<file path="config.mk">
export PLATFORM = sky130hd
export DESIGN_NAME = ms_timer
export DESIGN_NICKNAME = d
export VERILOG_FILES = /design/src/rtl/ms_timer_pkg.sv /design/src/rtl/ms_timer_seg7.sv /design/src/rtl/ms_timer.sv
export SDC_FILE = /design/constraint.sdc
export NUM_CORES = 1
export LEC_CHECK = 0
export CORE_AREA = 2 2 84 86
export DETAILED_ROUTE_END_ITERATION = 12
export DIE_AREA = 0 0 86 88
export GPL_ROUTABILITY_DRIVEN = 1
export PLACE_DENSITY = 0.82
export SLEW_MARGIN = 40
export SYNTH_ARGS = -nofsm -noshare
export SYNTH_HDL_FRONTEND = slang
export SYNTH_SLANG_ARGS = --single-unit
export TNS_END_PERCENT = 1
</file>
<file path="constraint.sdc">
create_clock -name clk -period 10.2 [get_ports clk]
set_input_delay 2.04 -clock clk [delete_from_list [all_inputs] [get_ports clk]]
set_output_delay 2.04 -clock clk [all_outputs]
set_load 0.01 [all_outputs]
</file>
<file path="src/rtl/ms_timer_pkg.sv">
// Shared constants for the ms_timer stopwatch: 7-segment patterns and display masks.
package ms_timer_pkg;

    localparam int unsigned SEG_W   = 7;
    localparam int unsigned DIGIT_W = 4;
    localparam int unsigned NDIGITS = 4;

    // Active-low {g,f,e,d,c,b,a}
    localparam logic [SEG_W-1:0] SEG_0     = 7'h40;
    localparam logic [SEG_W-1:0] SEG_1     = 7'h79;
    localparam logic [SEG_W-1:0] SEG_2     = 7'h24;
    localparam logic [SEG_W-1:0] SEG_3     = 7'h30;
    localparam logic [SEG_W-1:0] SEG_4     = 7'h19;
    localparam logic [SEG_W-1:0] SEG_5     = 7'h12;
    localparam logic [SEG_W-1:0] SEG_6     = 7'h02;
    localparam logic [SEG_W-1:0] SEG_7     = 7'h78;
    localparam logic [SEG_W-1:0] SEG_8     = 7'h00;
    localparam logic [SEG_W-1:0] SEG_9     = 7'h10;
    localparam logic [SEG_W-1:0] SEG_BLANK = 7'h7F;

    // AND mask that lights the decimal point on a full {dp,g..a} byte
    localparam logic [7:0] DP_ON     = 8'h7F;
    localparam logic [7:0] NUM_RESET = 8'hC0;
    localparam logic [3:0] LOC_RESET = 4'b1110;

endpackage

</file>
<file path="src/rtl/ms_timer_seg7.sv">
// BCD digit to active-low 7-segment pattern; non-BCD codes blank the digit.
module ms_timer_seg7
    import ms_timer_pkg::*;
(
    input  logic [DIGIT_W-1:0] bcd,
    output logic [SEG_W-1:0]   seg_c
);

    always_comb begin
        seg_c = SEG_BLANK;
        case (bcd)
            4'd0:    seg_c = SEG_0;
            4'd1:    seg_c = SEG_1;
            4'd2:    seg_c = SEG_2;
            4'd3:    seg_c = SEG_3;
            4'd4:    seg_c = SEG_4;
            4'd5:    seg_c = SEG_5;
            4'd6:    seg_c = SEG_6;
            4'd7:    seg_c = SEG_7;
            4'd8:    seg_c = SEG_8;
            4'd9:    seg_c = SEG_9;
            default: seg_c = SEG_BLANK;
        endcase
    end

endmodule

</file>
<file path="src/rtl/ms_timer.sv">
// 1 ms stopwatch (0.000-9.999 s) driving a 4-digit multiplexed common-anode display.
module ms_timer
    import ms_timer_pkg::*;
#(
    parameter int unsigned TICK_DIV = 50_000,
    parameter int unsigned SCAN_DIV = 50_000
) (
    input  logic       clk,
    input  logic       rst,
    input  logic       inc,
    input  logic       switch,
    output logic [7:0] num,
    output logic [3:0] loc
);

    localparam int unsigned TW = $clog2(TICK_DIV + 1);
    localparam int unsigned SW = $clog2(SCAN_DIV + 1);

    logic [NDIGITS-1:0][DIGIT_W-1:0] d, d_nxt;
    logic [TW-1:0] tick_cnt, tick_nxt;
    logic [SW-1:0] scan_cnt, scan_nxt;
    logic [1:0]    scan_idx, idx_nxt;
    logic          inc_q;

    logic          tick_wrap, scan_wrap, inc_rise, step, carry;
    logic [SEG_W-1:0] seg_c;
    logic [7:0]    num_nxt;
    logic [3:0]    loc_nxt;

    // Prescaler, step source selection and BCD ripple increment
    always_comb begin
        tick_wrap = (tick_cnt == TW'(TICK_DIV - 1));
        inc_rise  = inc & ~inc_q;
        step      = switch ? tick_wrap : inc_rise;

        tick_nxt = tick_cnt;
        if (switch) begin
            tick_nxt = tick_wrap ? '0 : tick_cnt + TW'(1);
        end

        d_nxt = d;
        carry = step;
        for (int i = 0; i < int'(NDIGITS); i++) begin
            if (carry) begin
                if (d[i] == 4'd9) begin
                    d_nxt[i] = 4'd0;
                end else begin
                    d_nxt[i] = d[i] + 4'd1;
                    carry    = 1'b0;
                end
            end
        end
    end

    // Display scan: num/loc reload together on each digit advance
    always_comb begin
        scan_wrap = (scan_cnt == SW'(SCAN_DIV - 1));
        scan_nxt  = scan_wrap ? '0 : scan_cnt + SW'(1);
        idx_nxt   = scan_wrap ? scan_idx + 2'd1 : scan_idx;
        loc_nxt   = ~(4'b0001 << idx_nxt);
        num_nxt   = {1'b1, seg_c};
        if (idx_nxt == 2'd3) begin
            num_nxt = num_nxt & DP_ON;
        end
    end

    ms_timer_seg7 u_seg7 (
        .bcd   (d_nxt[idx_nxt]),
        .seg_c (seg_c)
    );

    always_ff @(posedge clk or posedge rst) begin
        if (rst) begin
            d        <= '0;
            tick_cnt <= '0;
            scan_cnt <= '0;
            scan_idx <= 2'd0;
            inc_q    <= 1'b0;
            num      <= NUM_RESET;
            loc      <= LOC_RESET;
        end else begin
            d        <= d_nxt;
            tick_cnt <= tick_nxt;
            scan_cnt <= scan_nxt;
            scan_idx <= idx_nxt;
            inc_q    <= inc;
            if (scan_wrap) begin
                num <= num_nxt;
                loc <= loc_nxt;
            end
        end
    end

endmodule

</file>
# Word-level counts from Yosys, hierarchy flattened
# Memory sizes are Yosys's and may differ from the RTL's.
# Index checks and enable logic that the tools add are counted.
# totals
reg_bits	63
rom_bits	112
inputBits	4
output_inout_bits	12
n_memories	1
# op_classes
addsub	7
magnitude_cmp	1
n_eq_ne	7
shift	1
mux	21
bitwise_logic	3
# mem_list
name	words	word_bits	read_ports	rd_ports_with_merged_regs	write_ports	line_no	source
(no name shown)	16	7	1	0	0	ms_timer_seg7.sv:11	case (bcd)
# ops
cell	n
$mux 4	9
$add 16x1->16 const B	2
$eq 16x16->1 const B	2
$mux 16	2
$add 4x1->4 const B	4
$eq 4x4->1 const B	4
$bmux 4 s2	1
$mux 8	1
$mux 1	7
$not 4->4	1
$shl 1x2->4 const A	1
$lt 2x3->1 const B	1
$add 2x1->2 const B	1
$eq 2x2->1 const B	1
$mux 2	1
$and 1x1->1	1
$not 1->1	1

# Longest topological paths before layout
# An unclocked memory read counts as a cell.
# depth
word_depth	11
mapped_depth	14
depth_no_buf	12

# Hierarchy
# From an unflattened synthesis, not the netlist that was laid out.
# unflattened
cells_unflattened	377
hier_area_um2	3443.3
# modules_own_cells
mod	instances	cells_each	area_per_inst_um2	seq_area_each_um2
ms_timer	1	344	3233.1	1556.5
ms_timer_seg7	1	33	210.2	0.0

# Worst setup path after synthesis
# No wires, ideal clock.
# synth_timing
kind	input to register
from	in switch
to	reg num[3]
setup_time_ns	0.094
arrival_time_ns	4.646
t_required_ns	10.106
path_slack_ns	5.460
stages	11
path_cell_list	nand4_1 > or4b_1 > buf_6 > a21oi_1 > mux2_2 > nand2b_1 > a32o_2 > inv_1 > ha_1 > or2_1 > a211oi_1
# synth_lines
element	line_no	source
from (decl)	ms_timer.sv:11	input logic switch,
to (signal assigned)	ms_timer.sv:88	num <= num_nxt;
to (decl)	ms_timer.sv:12	output logic [7:0] num,

==> flow_summary.toml <==
[clock_network]
clock_path_buffers = 2
post_cts_buffers = 0
cts_buffers = 9
post_cts_resized = 0
htree_levels = 3
cts_tree = "yes"
path_clk_slew_ns = 0.07
insertion_delay_ns = 0.34
root_buffer = "clkbuf_8"
cts.sinks = 62
holdBufCountCts = 0

[hold_path]
min-delay-start = "scan_cnt[0]"
min_to = "scan_cnt[0]"
hold_path.class = "flop to flop"
whs_path_depth = 1

[synth]
synth-compound-area-share_pct = 16.14
syn_area_mm2 = 0.003605
yosysWarnings = 0
synthAdderAreaFrac_pct = 2.430
synthSimpleGateAreaFrac_pct = 24.44
synth.area.top_cells = "dfrtp_1 40%, xnor2_1 3.6%, nand2_1 3.5%, nor2_1 3.4%, dfstp_2 2.9%"
synth_edf_count = 0
synth_top_cell_by_area = "dfrtp_1"
synthArstFlopShare_pct = 100.0
syn_avg_cell_area_um2 = 9.716
synth_fp_nets = 382
synth_seq_cells = 62
synth-xor-area-share_pct = 6.317
synth_top_area_share_pct = 40.26
muxShareOfSynthArea_pct = 3.471
ys_types = 73
yosysSeqAreaShare_pct = 43.18
synthCells = 371
synth_top_family_by_area = "simple AND/OR/NAND/NOR gates"
synthFlopType = "dfrtp_1"

[critical_path]
reg2regPathDepth = 10
cp.arrival_ns = 5.94
path_depth = 11
endpoint_kind = "flop"
critPathKind = "primary input to flop"
worst_path_largest_cell_delay_ns = 0.90
crit_family = "simple AND/OR/NAND/NOR gates"
cp_num_buf_inv = 2
r2r_start = "tick_cnt[7]"
reg2reg_slack_ns = 6.39
r2r-end = "num[3]"
cp-start-kind = "primary input"
cp_data_required_time_ns = 10.45
cp_max_fo = 14
crit_chain = "clkdlybuf4s50_1 > nand4_1 > or4b_1 > a21oi_1 > mux2_2 > nand2b_1 > a32o_2 > inv_1 > ha_1 > or2_1 > a211oi_1"
cp_slowest_cell = "or4b_1"

[flow_run]
cap_violations = 0

[grt]
grt_pass1_vias = 2810
grt_max_degree = 63
grt_overflow = 0
antenna_found_initial = 0
grt_pass1_wl_um = 12960
grt_usage_pct = 21.53

[sta]
setup_viol = 0
grt_setup_unrepaired = "false"
max_freq_ghz = 0.1759
finalCriticalPeriod_ns = 5.684
skew_ns = 0.01551
period_share_pct = 55.72
final_max_slew_viol_count = 0
slew_headroom_pct = 42.43
hold_violations = 0
worst_slew_pin_slew_ns = 0.8519
setup_tns_ns = 0

[layout]
drive_above_1_share_pct = 12.05
final_cell_mix = "58 x dfrtp_1, 34 x nand2_1, 33 x nor2_1"
final_common_cell = "dfrtp_1"
diodes = 0
nets = 396
area_growth_pct = 10.17
stdcell_area_mm2 = 0.003971

[placement]
io_buffers = 15
routabilityCongestion = 0.9004
dpl.hpwl_um = 5223
place_area_mm2 = 0.003795

[floorplan]
rows = 30
start_util_pct = 54.26
io_pins = 16
dieArea_mm2 = 0.007568
core_mm2 = 0.006644
die_w_um = 86
die_h_um = 88

[pwr]
seq_power_share_pct = 49.9
peakVddDrop_mv = 0.1095
clkPwrFrac_pct = 31.1
p_int_mw = 0.4021
p_switching_mw = 0.1971
combPwrFrac_pct = 19.1
switching_share_pct = 32.89
p_leak_nw = 1.611
p_per_area_mw_per_mm2 = 150.9

[drt]
drt_iter0_markers = 278
wire_per_inst_um = 16.14
vias_per_cell = 6.138
ant_nets = 0
vias = 2885
drc = 0
drtPass1Iterations = 4
drt_wl_total_um = 7586

[run_status]
status = "finished clean"
[stage by stage]
step | utilization [%] | std cells | total power [mW] | worst slack, ns | hold slack (ns)
2_1_floorplan | - | 371 | 0.3868 | 5.460 | 0.4329
3_3_place_gp | 57.12 | 454 | 0.4092 | 4.311 | 0.4472
3_5_place_dp | 57.12 | 454 | 0.4144 | 4.211 | 0.4710
4_1_cts | 59.64 | 470 | 0.6004 | 4.563 | 0.4880
5_1_grt | 59.77 | 470 | 0.6357 | 4.295 | 0.5060
6_report | 59.77 | 470 | 0.5992 | 4.516 | 0.4855
[power by group through the flow]
stage	combinational (mW)	sequential, mW	clock (mW)
after CTS	0.114	0.297	0.189
final	0.114	0.299	0.186
after global routing	0.129	0.303	0.203
after detailed placement	0.113	0.301	0
after floorplan	0.0995	0.287	0
after global placement	0.109	0.300	0
[metal layers]
metal | wire (µm) | vias to the layer above | GRT usage [%]
met5 | 0 | - | 0
met2 | 3696 | 71 | 33.62
li1 | - | 1374 | -
met4 | 169 | 0 | 9.380
met1 | 3409 | 1422 | 28.99
met3 | 310 | 18 | 4.807
[Yosys cell counts (all sizes together) (6+ instances only)]
cell    number
a211oi       9
a21oi       12
and3        10
buf          7
clkbuf       8
dfrtp       58
ha           7
inv         15
mux2i        6
nand2       34
nand3       17
nand4       11
nor2        33
nor2b       12
o21ai       23
xnor2       15
xor2        11
[layout make-up]
type | instances | area [µm²]
flip-flops and latches | 62 | 1556
multi-input cells | 279 | 1914
fillers | 543 | 2673
inverters | 15 | 56.30
repair buffers | 18 | 176.4
well taps | 80 | 100.1
clock buffers | 10 | 127.6
clock inverters | 6 | 40.04
[state kept, by name (all words and copies together) (netlist names)]
name	count
num	8
tick_cnt	16
scan_idx	2
scan_cnt	16
d	16
loc	3
inc_q	1
[cells by family (layout without fill, tap and decap cells)]
| kind of cell | Yosys count | after routing |
|---|---|---|
| AOI/OAI and AO/OA | 79 | 79 |
| xor gates and xnor gates | 26 | 26 |
| adders and majority gates | 7 | 7 |
| buffers and inverters | 30 | 49 |
| DFF | 62 | 62 |
| muxes | 10 | 10 |
| and+or+nand+nor | 157 | 157 |
[worst register-to-register path, delay by kind of cell, from the launching register on]
kind	cells	cell delay (ns)
fa+ha+maj	1	0.24
buf+inv	1	0.12
simple gates	4	1.75
flops	1	0.45
mux	1	0.36
compound gates	3	0.79
[worst max path at each step]
stage	slack, ns	endpoint	start
finish	4.52	num[3]	switch
global route	4.30	num[3]	switch
CTS	4.56	num[3]	switch
detailed placement	4.21	num[3]	switch
global placement	4.31	num[3]	switch
floorplan	5.46	num[3]	switch
No activity file was read; power rests on OpenSTA's default activity.
